<file path="src/rtl/imem_loader.sv">
// Instruction-memory loader: assembles a little-endian byte stream into words,
// writes them sequentially from address 0 and holds the core in reset until loaded.
module imem_loader #(
  parameter int DATA      = 32,
  parameter int ADDR      = 32,
  parameter int MEM_DEPTH = 256
) (
  input  logic            clk,
  input  logic            rst_n,
  input  logic            start,
  input  logic [ADDR-1:0] len_words,
  input  logic            in_valid,
  input  logic [7:0]      in_data,
  output logic            in_ready,
  output logic            WE,
  output logic [DATA-1:0] WD,
  output logic [ADDR-1:0] PC,
  output logic            busy,
  output logic            done,
  output logic            err,
  output logic            cpu_rst_n
);

  typedef enum logic [1:0] {
    S_IDLE  = 2'd0,
    S_LOAD  = 2'd1,
    S_WRITE = 2'd2,
    S_DONE  = 2'd3
  } state_t;

  localparam logic [ADDR-1:0] DEPTH_L = ADDR'(MEM_DEPTH);
  localparam logic [ADDR-1:0] ZERO_L  = '0;
  localparam logic [ADDR-1:0] ONE_L   = ADDR'(1);

  state_t          r_state;
  state_t          w_state_nxt;
  logic [1:0]      r_byte_cnt;
  logic [ADDR-1:0] r_word_idx;
  logic [ADDR-1:0] r_len;
  logic [DATA-1:0] r_word;
  logic [DATA-1:0] w_word_asm;
  logic            w_start_seen;
  logic            w_len_bad;
  logic            w_len_zero;
  logic            w_accept;
  logic            w_last_word;

  assign w_start_seen = start && ((r_state == S_IDLE) || (r_state == S_DONE));
  assign w_len_bad    = (len_words > DEPTH_L);
  assign w_len_zero   = (len_words == ZERO_L);
  assign w_accept     = (r_state == S_LOAD) && in_valid;
  assign w_last_word  = ((r_word_idx + ONE_L) == r_len);

  // Word under assembly with the current byte merged into its lane
  always_comb begin
    w_word_asm = r_word;
    w_word_asm[{r_byte_cnt, 3'b000} +: 8] = in_data;
  end

  // State register
  always_ff @(posedge clk or negedge rst_n) begin
    if (!rst_n) begin
      r_state <= S_IDLE;
    end else begin
      r_state <= w_state_nxt;
    end
  end

  // Next-state logic
  always_comb begin
    w_state_nxt = r_state;
    case (r_state)
      S_IDLE, S_DONE: begin
        if (start) begin
          if (w_len_bad) begin
            w_state_nxt = S_IDLE;
          end else if (w_len_zero) begin
            w_state_nxt = S_DONE;
          end else begin
            w_state_nxt = S_LOAD;
          end
        end else begin
          w_state_nxt = r_state;
        end
      end
      S_LOAD: begin
        if (in_valid && (r_byte_cnt == 2'd3)) begin
          w_state_nxt = S_WRITE;
        end else begin
          w_state_nxt = S_LOAD;
        end
      end
      S_WRITE: begin
        if (w_last_word) begin
          w_state_nxt = S_DONE;
        end else begin
          w_state_nxt = S_LOAD;
        end
      end
      default: w_state_nxt = S_IDLE;
    endcase
  end

  // Status outputs registered from the next state so they track the FSM glitch-free
  always_ff @(posedge clk or negedge rst_n) begin
    if (!rst_n) begin
      in_ready  <= 1'b0;
      WE        <= 1'b0;
      busy      <= 1'b0;
      done      <= 1'b0;
      cpu_rst_n <= 1'b0;
    end else begin
      in_ready  <= (w_state_nxt == S_LOAD);
      WE        <= (w_state_nxt == S_WRITE);
      busy      <= (w_state_nxt == S_LOAD) || (w_state_nxt == S_WRITE);
      done      <= (w_state_nxt == S_DONE);
      cpu_rst_n <= (w_state_nxt == S_DONE);
    end
  end

  // Datapath: length latch, byte assembly, write word/address and error flag
  always_ff @(posedge clk or negedge rst_n) begin
    if (!rst_n) begin
      r_byte_cnt <= 2'd0;
      r_word_idx <= '0;
      r_len      <= '0;
      r_word     <= '0;
      WD         <= '0;
      PC         <= '0;
      err        <= 1'b0;
    end else begin
      if (w_start_seen) begin
        if (w_len_bad) begin
          err <= 1'b1;
        end else begin
          err        <= 1'b0;
          r_byte_cnt <= 2'd0;
          r_word_idx <= '0;
          r_len      <= len_words;
        end
      end else if (w_accept) begin
        r_word     <= w_word_asm;
        r_byte_cnt <= r_byte_cnt + 2'd1;
        if (r_byte_cnt == 2'd3) begin
          WD <= w_word_asm;
          PC <= r_word_idx << 2;
        end else begin
          WD <= WD;
        end
      end else if ((r_state == S_WRITE) && !w_last_word) begin
        r_word_idx <= r_word_idx + ONE_L;
      end else begin
        r_word_idx <= r_word_idx;
      end
    end
  end

endmodule

</file>
<file path="config.mk">
export PLATFORM = sky130hd
export DESIGN_NAME = imem_loader
export DESIGN_NICKNAME = d
export VERILOG_FILES = /design/src/rtl/imem_loader.sv
export SDC_FILE = /design/constraint.sdc
export NUM_CORES = 1
export LEC_CHECK = 0
export ABC_AREA = 1
export BUFFER_PORTS_ARGS = -buffer_cell sky130_fd_sc_hd__buf_2
export CORE_MARGIN = 3
export CORE_UTILIZATION = 33
export CTS_BUF_LIST = sky130_fd_sc_hd__clkbuf_16
export DETAILED_ROUTE_END_ITERATION = 10
export SLEW_MARGIN = 20
export SYNTH_ARGS = -nofsm -noshare
export SYNTH_HDL_FRONTEND = slang
export SYNTH_SLANG_ARGS = --single-unit
</file>
<file path="constraint.sdc">
create_clock -name clk -period 3.85 [get_ports clk]
set_clock_uncertainty 0.05 [all_clocks]
set_input_delay 1.155 -clock clk [delete_from_list [all_inputs] [get_ports clk]]
set_output_delay 1.155 -clock clk [all_outputs]
set_load 0.005 [all_outputs]
</file>
==> results of run 1 <==
[registers in the layout (all words and copies together) (netlist names)]
| name | count |
|---|---|
| PC | 30 |
| WD | 32 |
| WE | 1 |
| busy | 1 |
| cpu_rst_n | 1 |
| err | 1 |
| in_ready | 1 |
| r_byte_cnt | 2 |
| r_len | 32 |
| r_state | 2 |
| r_word | 24 |
| r_word_idx | 32 |
[through the flow]
step	util	area, um2
2_1_floorplan	-	8300
3_3_place_gp	0.374	9180
3_5_place_dp	0.374	9180
4_1_cts	0.399	9780
5_1_grt	0.399	9780
6_report	0.399	9780
[power breakdown]
group	internal, W	leakage, nW	switching, W	total [W]
combinational	0.0000908	2.87	0.000193	0.000283
clock	0.000887	0.294	0.000847	0.00173
sequential	0.00171	1.97	0.0000264	0.00174
[worst max-delay path: cells and delay by family (launching register included)]
family	cells	cell delay (ns)
flip-flops	1	0.47
AND/OR/NAND/NOR	16	2.68
[area by class of cell]
cell class                 count  area, um2  share of cell area
tap                          324        405              0.0414
clock buffer                  17        425              0.0435
multi-input combinational    807       3640               0.372
clock inverter                15        183              0.0187
sequential                   159       3980               0.407
timing repair buffer         121        662              0.0676
inverter                     131        492              0.0503
[worst min-delay path by stage]
stage,to,from
after CTS,WD[16]$_DFFE_PN0P_,WD[16]$_DFFE_PN0P_
after global routing,WD[27]$_DFFE_PN0P_,WD[27]$_DFFE_PN0P_
after global placement,WD[7]$_DFFE_PN0P_,WD[7]$_DFFE_PN0P_
final,WD[27]$_DFFE_PN0P_,WD[27]$_DFFE_PN0P_
after floorplan,r_len[2]$_DFFE_PN0P_,r_len[2]$_DFFE_PN0P_
after detailed placement,WD[25]$_DFFE_PN0P_,WD[25]$_DFFE_PN0P_
[cells by family (layout without fill, tap and decap cells)]
family | Yosys count | in the layout | synth area share
AND/OR/NAND/NOR | 676 | 676 | 0.337
buffers and inverters | 172 | 284 | 0.0824
flip-flops | 159 | 159 | 0.480
AO/OA/AOI/OAI | 112 | 112 | 0.0736
adder cells (fa/ha/maj) | 11 | 11 | 0.0166
XOR/XNOR | 6 | 6 | 0.00966
other | 1 | 2 | 0.000452
[metal layers]
layer	up-vias	part of all wire
met1	3496	0.47
met3	36	0.057
met4	0	0.024
li1	3759	-
met2	222	0.45
met5	-	0
[synthesized netlist by cell type, drive strengths merged, types with 4 or more instances]
cell and instances:
nand2 434, dfrtp 159, inv 131, nor2 124
nand3 98, o21ai 67, clkbuf 30, o22ai 20
a21oi 17, buf 11, ha 11, nand4 10
nor3 4, o32ai 4
==> flow_metrics.env, run 1 <==
export IMPL_outcome="complete, no violations"
export IMPL_holdWs_ns=0.426
export IMPL_start_util=0.338
export IMPL_power_density_nw_per_um2=384
export IMPL_root_buffer="clkbuf_16"
export IMPL_ys_seq_area_frac=0.480
export IMPL_antenna_found_initial=0
export IMPL_vdd_ir_drop_max_mv=0.253
export IMPL_synth_edf_count=0
export IMPL_fp_dieH_um=165
export IMPL_synth_top_area_cell="dfrtp_1"
export IMPL_fin_crit_ns=3.30
export IMPL_ys_ff_latch=159
export IMPL_vias=7513
export IMPL_finalWeightedCongestion=0.891
export IMPL_clk_pin_slew_worst_paths_ns=0.07
export IMPL_vias_per_cell=4.77
export IMPL_clock_latency_ns=0.43
export IMPL_drive_gt1_frac=0.138
export IMPL_io_pins=114
export IMPL_drv_slew=0
export IMPL_cp_end_kind="register"
export IMPL_setup_tns_final_ns=0
export IMPL_start_kind="register"
export IMPL_final_common_cell="nand2_1"
export IMPL_setup_viol=0
export IMPL_clock_sinks=159
export IMPL_crit_end="r_word_idx[28]$_DFFE_PN0P_"
export IMPL_yosysWarnings=0
export IMPL_total_leakage_power_nw=5.14
export IMPL_cp_required_ns=4.17
export IMPL_drc=0
export IMPL_fill_cells=2595
export IMPL_n_antenna_cell=0
export IMPL_grt_use_total=0.177
export IMPL_worstSetupStartpoint="r_word_idx[2]$_DFFE_PN0P_"
export IMPL_synth_area_top_cells="dfrtp_1 48%, nand2_1 19%, nand3_1 5.9%"
export IMPL_worst_r2r_startpoint="r_word_idx[2]$_DFFE_PN0P_"
export IMPL_critPathMaxStageDelay_ns=0.47
export IMPL_finalWirelength_um=23200
export IMPL_r2r_slack_ns=0.55
export IMPL_cts_tree="built"
export IMPL_rows=57
export IMPL_grt_pass1_vias=7216
export IMPL_grt_pass1_wl_um=37500
export IMPL_r2r_end="r_word_idx[28]$_DFFE_PN0P_"
export IMPL_worstPathCellList="nand2_1 > nor2_4 > nand2_1 > nor2_1 > nand2_1 > nand3_1 > nand2_1 > nor2_1 > nand3_1 > nor2_1 > nand3_1 > nand2_2 > nand2_4 > nand2_4 > nand2_1 > nand2_1"
export IMPL_syn2layout_area_growth_pct=18.0
export IMPL_dp_cells=1542
export IMPL_hold_viol=0
export IMPL_htreeDepth=4
export IMPL_crit_arrival_ns=3.62
export IMPL_worst_pin_slew_ns=0.584
export IMPL_busiest_layer="met2"
export IMPL_syn_area_um2=8290
export IMPL_ys_flop_type="dfrtp_1"
export IMPL_synthArstFlopShare=1.00
export IMPL_grt_max_degree=75
export IMPL_layout_setup_ws_ns=0.547
export IMPL_synth_cell_types=35
export IMPL_hpwlAfterDp_um=16500
export IMPL_netlist_area_leader_share=0.480
export IMPL_numPortBuffers=111
export IMPL_final_cells=1574
export IMPL_cts_hold_buf=0
export IMPL_fin_crit_sh=0.858
export IMPL_synth_avg_cell_area_um2=7.29
export IMPL_hold_class="reg2reg"
export IMPL_grt_use_met1=0.249
export IMPL_relSlewSlack=0.610
export IMPL_grt_overflow_total=0
export IMPL_cp_max_fo=33
export IMPL_die_w_um=165
export IMPL_use_met2=0.272
export IMPL_finalNetCount=1292
export IMPL_final_cell_mix="427 x nand2_1, 159 x dfrtp_1, 128 x inv_1, 115 x nor2_1, 110 x buf_2"
export IMPL_power_w=0.00375
export IMPL_clockBufferDepth=2
export IMPL_first_pass_iters=5
export IMPL_cts_resized=0
export IMPL_cp_slowest_cell="dfrtp_1"
export IMPL_post_cts_repair_setup_buffers=0
export IMPL_drt_wirelength_per_cell_um=14.7
export IMPL_dieArea_um2=27100
export IMPL_drtIter0Drc=595
export IMPL_place_ws_ns=0.653
export IMPL_fmax_ghz=0.303
export IMPL_use_met3=0.0364
export IMPL_crit_type="reg2reg"
export IMPL_reg2regPathDepth=16
export IMPL_synthCells=1137
export IMPL_worstHoldPathCells=2
export IMPL_cpMostUsedCell="nand2_1"
export IMPL_cts_buffers=17
export IMPL_ant_nets=0
export IMPL_grt_setup_unrepaired="no"
export IMPL_coreArea_um2=24500
export IMPL_maxCapViolCount=0
No activity file was read; power rests on OpenSTA's default activity.
==> run 2, diff against run 1 <==
--- a/config.mk
+++ b/config.mk
@@ -11,6 +11,7 @@
 export CORE_UTILIZATION = 33
 export CTS_BUF_LIST = sky130_fd_sc_hd__clkbuf_16
 export DETAILED_ROUTE_END_ITERATION = 10
+export PLACE_DENSITY_LB_ADDON = 0.08
 export SLEW_MARGIN = 20
 export SYNTH_ARGS = -nofsm -noshare
 export SYNTH_HDL_FRONTEND = slang
==> flow_metrics.env, run 2 (same netlist as run 1, synthesis figures left out) <==
export IMPL_outcome="complete, no violations"
export IMPL_vias_per_cell=4.73
export IMPL_p_comb_frac=0.082
export IMPL_numPortBuffers=111
export IMPL_htreeDepth=4
export IMPL_cp_max_fo=5
export IMPL_grt_max_degree=71
export IMPL_power_internal_w=0.00271
export IMPL_crit_arrival_ns=3.64
export IMPL_fin_crit_ns=3.31
export IMPL_cts_tree="built"
export IMPL_io_pins=114
export IMPL_total_leakage_power_nw=5.13
export IMPL_clk_pin_slew_worst_paths_ns=0.07
export IMPL_drive_gt1_frac=0.140
export IMPL_power_switching_w=0.000991
export IMPL_cpMostUsedCell="nand2_1"
export IMPL_top_regs="WD: 32 flops, r_len: 32 flops, r_word_idx: 32 flops"
export IMPL_maxCapViolCount=0
export IMPL_die_w_um=165
export IMPL_grt_setup_unrepaired="no"
export IMPL_drv_slew=0
export IMPL_grt_use_total=0.187
export IMPL_p_seq_frac=0.469
export IMPL_cts_buffers=17
export IMPL_fmax_ghz=0.302
export IMPL_drc=0
export IMPL_utilization=0.400
export IMPL_post_cts_repair_setup_buffers=0
export IMPL_cts_hold_buf=0
export IMPL_start_util=0.338
export IMPL_finalWeightedCongestion=0.891
export IMPL_grt_pass1_wl_um=39100
export IMPL_start_kind="register"
export IMPL_dr_wl_met3_um=1120
export IMPL_cp_required_ns=4.17
export IMPL_holdWs_ns=0.418
export IMPL_hold_class="reg2reg"
export IMPL_dr_max_layer_used="met4"
export IMPL_wl_met2_um=10800
export IMPL_first_pass_iters=7
export IMPL_worst_pin_slew_ns=0.715
export IMPL_relSlewSlack=0.524
export IMPL_finalNetCount=1297
export IMPL_hpwlAfterDp_um=17700
export IMPL_cp_end_kind="register"
export IMPL_vias=7459
export IMPL_grt_overflow_total=0
export IMPL_syn2layout_area_growth_pct=18.2
export IMPL_switching_share=0.268
export IMPL_critPathMaxStageDelay_ns=0.49
export IMPL_fp_dieH_um=165
export IMPL_coreArea_um2=24500
export IMPL_dp_cells=1547
export IMPL_root_buffer="clkbuf_16"
export IMPL_power_frac_clock=0.449
export IMPL_power_density_nw_per_um2=377
export IMPL_rows=57
export IMPL_setup_tns_final_ns=0
export IMPL_crit_type="reg2reg"
export IMPL_hold_viol=0
export IMPL_vdd_ir_drop_max_mv=0.252
export IMPL_finalWirelength_um=24400
export IMPL_final_cell_mix="427 x nand2_1, 159 x dfrtp_1, 128 x inv_1, 114 x nor2_1, 110 x buf_2"
export IMPL_r2r_slack_ns=0.54
export IMPL_fin_crit_sh=0.860
export IMPL_clockBufferDepth=2
export IMPL_power_w=0.00370
export IMPL_grt_pass1_vias=7144
export IMPL_antenna_found_initial=0
export IMPL_cts_resized=0
export IMPL_clock_sinks=159
export IMPL_worstPathCellList="nand2_1 > nor2_2 > nand3_1 > inv_1 > nand2_1 > nand2_1 > nand2_1 > nand2_1 > nand2_1 > nor2_1 > nand2_1 > nor2_1 > nand3_1 > o21ai_0 > nand2_1 > nand2_1 > ha_1 > inv_1"
export IMPL_wl_met1_um=12200
export IMPL_clock_latency_ns=0.43
export IMPL_final_cells=1578
export IMPL_cp_slowest_cell="o21ai_0"
export IMPL_setup_viol=0
export IMPL_dieArea_um2=27100
export IMPL_n_antenna_cell=0
export IMPL_drt_wirelength_per_cell_um=15.5
export IMPL_drtIter0Drc=630
export IMPL_final_common_cell="nand2_1"
export IMPL_ant_nets=0
run 2: cell types whose count changed in the layout (fill, tap and decap cells not counted), sizes merged:
| cell | delta |
|---|---|
| bufinv | +1 |
| buf | +5 |
| inv | -4 |
| clkinv | -2 |
| clkinvlp | +4 |
run 2: stage by stage:
stage	area, um2	worst slack, ns
2_1_floorplan	8300	1.07
3_3_place_gp	9240	0.435
3_5_place_dp	9240	0.477
4_1_cts	9800	0.460
5_1_grt	9800	0.237
6_report	9800	0.538
run 2: power by group through the flow:
stage / clock, W / combinational [W] / sequential (W)
after detailed placement: 0 / 0.000305 / 0.00177
after floorplan: 0 / 0.000178 / 0.00176
after CTS: 0.00171 / 0.000306 / 0.00173
after global placement: 0 / 0.000305 / 0.00176
after global routing: 0.00178 / 0.000344 / 0.00174
final: 0.00166 / 0.000303 / 0.00173
run 2: final timing paths:
kind	from	endpoint	depth (start not counted)
worst max-delay path	r_word_idx[3]$_DFFE_PN0P_	busy$_DFF_PN0_	18
worst min-delay path	WD[31]$_DFFE_PN0P_	WD[31]$_DFFE_PN0P_	2
worst max register to register	r_word_idx[3]$_DFFE_PN0P_	busy$_DFF_PN0_	18
worst min register to register	WD[31]$_DFFE_PN0P_	WD[31]$_DFFE_PN0P_	2
max in group asynchronous	rst_n	WD[4]$_DFFE_PN0P_	2
min in group asynchronous	rst_n	WD[10]$_DFFE_PN0P_	1
run 2: layout make-up:
cell class / count / area, um2
Timing Repair Buffer: 126 / 724
Clock inverter: 14 / 135
Tap cell: 324 / 405
Multi-Input combinational cell: 807 / 3640
Clock buffer: 17 / 425
Inverter: 131 / 492
Fill cell: 2658 / 14700
Sequential cell: 159 / 3980
run 2: routing by layer:
layer,up-vias,global-route usage
met5,-,0
li1,3783,-
met4,0,0.0492
met1,3470,0.276
met2,187,0.287
met3,19,0.0273
run 2: critical path, delay by kind of cell (launching register included):
| kind | cells | cell delay, ns |
|---|---|---|
| AO/OA/AOI/OAI | 1 | 0.49 |
| AND/OR/NAND/NOR | 14 | 1.73 |
| adder cells (fa/ha/maj) | 1 | 0.23 |
| buffers and inverters | 2 | 0.32 |
| flip-flops | 1 | 0.44 |
==> run 3, diff against run 2 <==
==> constraint.sdc (replaced) <==
create_clock -name clk -period 3.85 [get_ports clk]
set_clock_uncertainty 0.05 [all_clocks]
set_input_delay 0.5775 -clock clk [delete_from_list [all_inputs] [get_ports clk]]
set_output_delay 0.5775 -clock clk [all_outputs]
set_load 0.005 [all_outputs]
==> flow_metrics.env, run 3 (same netlist as run 1, synthesis figures left out) <==
export IMPL_syn2layout_area_growth_pct=18.7
export IMPL_setup_viol=0
export IMPL_cpMostUsedCell="nand2_1"
export IMPL_cp_slowest_cell="dfrtp_1"
export IMPL_grt_setup_unrepaired="no"
export IMPL_finalWirelength_um=24100
export IMPL_drv_slew=0
export IMPL_outcome="complete, no violations"
export IMPL_grt_use_total=0.185
export IMPL_utilization=0.401
export IMPL_cp_max_fo=8
export IMPL_start_util=0.338
export IMPL_place_ws_ns=0.639
export IMPL_vias_per_cell=4.67
export IMPL_layout_setup_ws_ns=0.722
export IMPL_worstSetupStartpoint="r_word_idx[0]$_DFFE_PN0P_"
export IMPL_clockBufferDepth=2
export IMPL_hpwlAfterDp_um=17200
export IMPL_drive_gt1_frac=0.142
export IMPL_top_regs="WD: 32 flops, r_len: 32 flops, r_word_idx: 32 flops"
export IMPL_htreeDepth=4
export IMPL_cts_hold_buf=0
export IMPL_holdWs_ns=0.0190
export IMPL_grt_pass1_wl_um=39000
export IMPL_worst_pin_slew_ns=0.639
export IMPL_drtIter0Drc=555
export IMPL_drt_wirelength_per_cell_um=15.3
export IMPL_crit_arrival_ns=3.46
export IMPL_coreArea_um2=24500
export IMPL_hold_class="in2async"
export IMPL_crit_type="reg2reg"
export IMPL_finalWeightedCongestion=0.853
export IMPL_start_kind="register"
export IMPL_crit_family="simple AND/OR/NAND/NOR gates"
export IMPL_cp_required_ns=4.18
export IMPL_clock_sinks=159
export IMPL_fill_cells=2608
export IMPL_n_antenna_cell=0
export IMPL_final_cell_mix="427 x nand2_1, 159 x dfrtp_1, 128 x inv_1, 114 x nor2_1, 110 x buf_2"
export IMPL_power_w=0.00378
export IMPL_cts_resized=0
export IMPL_cp_end_kind="register"
export IMPL_clk_pin_slew_worst_paths_ns=0.09
export IMPL_finalNetCount=1296
export IMPL_maxCapViolCount=0
export IMPL_setup_tns_final_ns=0
export IMPL_dieArea_um2=27100
export IMPL_cts_buffers=17
export IMPL_post_cts_repair_setup_buffers=0
export IMPL_reg2regPathDepth=17
export IMPL_grt_overflow_total=0
export IMPL_fin_crit_ns=3.13
export IMPL_power_density_nw_per_um2=384
export IMPL_die_w_um=165
export IMPL_first_pass_iters=5
export IMPL_drc=0
export IMPL_vdd_ir_drop_max_mv=0.270
export IMPL_critPathMaxStageDelay_ns=0.47
export IMPL_cts_tree="built"
export IMPL_fp_dieH_um=165
export IMPL_numPortBuffers=111
export IMPL_rows=57
export IMPL_hold_viol=0
export IMPL_total_leakage_power_nw=5.17
export IMPL_root_buffer="clkbuf_16"
export IMPL_critPathBufInv=1
export IMPL_vias=7374
export IMPL_io_pins=114
export IMPL_relSlewSlack=0.574
export IMPL_worst_r2r_startpoint="r_word_idx[0]$_DFFE_PN0P_"
export IMPL_fin_crit_sh=0.812
export IMPL_fmax_ghz=0.320
export IMPL_grt_pass1_vias=7280
export IMPL_ant_nets=0
export IMPL_antenna_found_initial=0
export IMPL_worstPathCellList="ha_1 > nand2_2 > nor2_8 > nand2_2 > nor2_4 > nand3_1 > nand3_1 > nand2_1 > nor2_1 > nand2_1 > nor2_1 > nand3_1 > o21ai_0 > nand2_1 > nand2_1 > ha_1 > inv_1"
export IMPL_grt_max_degree=59
export IMPL_crit_cells=17
export IMPL_clock_latency_ns=0.44
export IMPL_final_common_cell="nand2_1"
run 3: cell types whose count changed in the layout (fill, tap and decap cells not counted), sizes merged:
cell      previous run  this run
clkinvlp             5         0
clkinv               3         6
inv                136       140
bufinv               1         0
buf                126       125
run 3: layout make-up:
| class | instances | area [um2] | area share |
|---|---|---|---|
| well taps | 324 | 405 | 0.0412 |
| inverters | 131 | 492 | 0.0499 |
| clock inverters | 15 | 186 | 0.0189 |
| repair buffers | 125 | 717 | 0.0728 |
| multi-input cells | 807 | 3640 | 0.370 |
| clock buffers | 17 | 425 | 0.0432 |
| flip-flops and latches | 159 | 3980 | 0.404 |
run 3: per-stage QoR:
stage | cells | cell area [um2]
floorplan | 1138 | 8300
global placement | 1546 | 9230
detailed placement | 1546 | 9230
CTS | 1578 | 9850
global route | 1578 | 9850
finish | 1578 | 9850
run 3: per-layer routing:
layer | part of all wire | track usage | wire length, um | vias up
met3 | 0.045 | 0.0311 | 1080 | 17
li1 | - | - | - | 3780
met2 | 0.45 | 0.290 | 10700 | 177
met1 | 0.50 | 0.269 | 12100 | 3400
met4 | 0.0083 | 0.0419 | 201 | 0
met5 | 0 | 0 | 0 | -
run 3: power breakdown:
part           internal (W)  switching [W]  total [W]
Clock              0.000886       0.000868    0.00175
Combinational     0.0000936       0.000194   0.000288
Sequential          0.00171      0.0000274    0.00174
run 3: path summary, 6_finish.rpt:
kind | end | slack [ns]
max | busy$_DFF_PN0_ | 0.72
min | WD[13]$_DFFE_PN0P_ | 0.02
max reg2reg | busy$_DFF_PN0_ | 0.72
min reg2reg | WD[24]$_DFFE_PN0P_ | 0.43
max in group asynchronous | r_word_idx[6]$_DFFE_PN0P_ | 3.01
min in group clk | r_len[4]$_DFFE_PN0P_ | 0.30
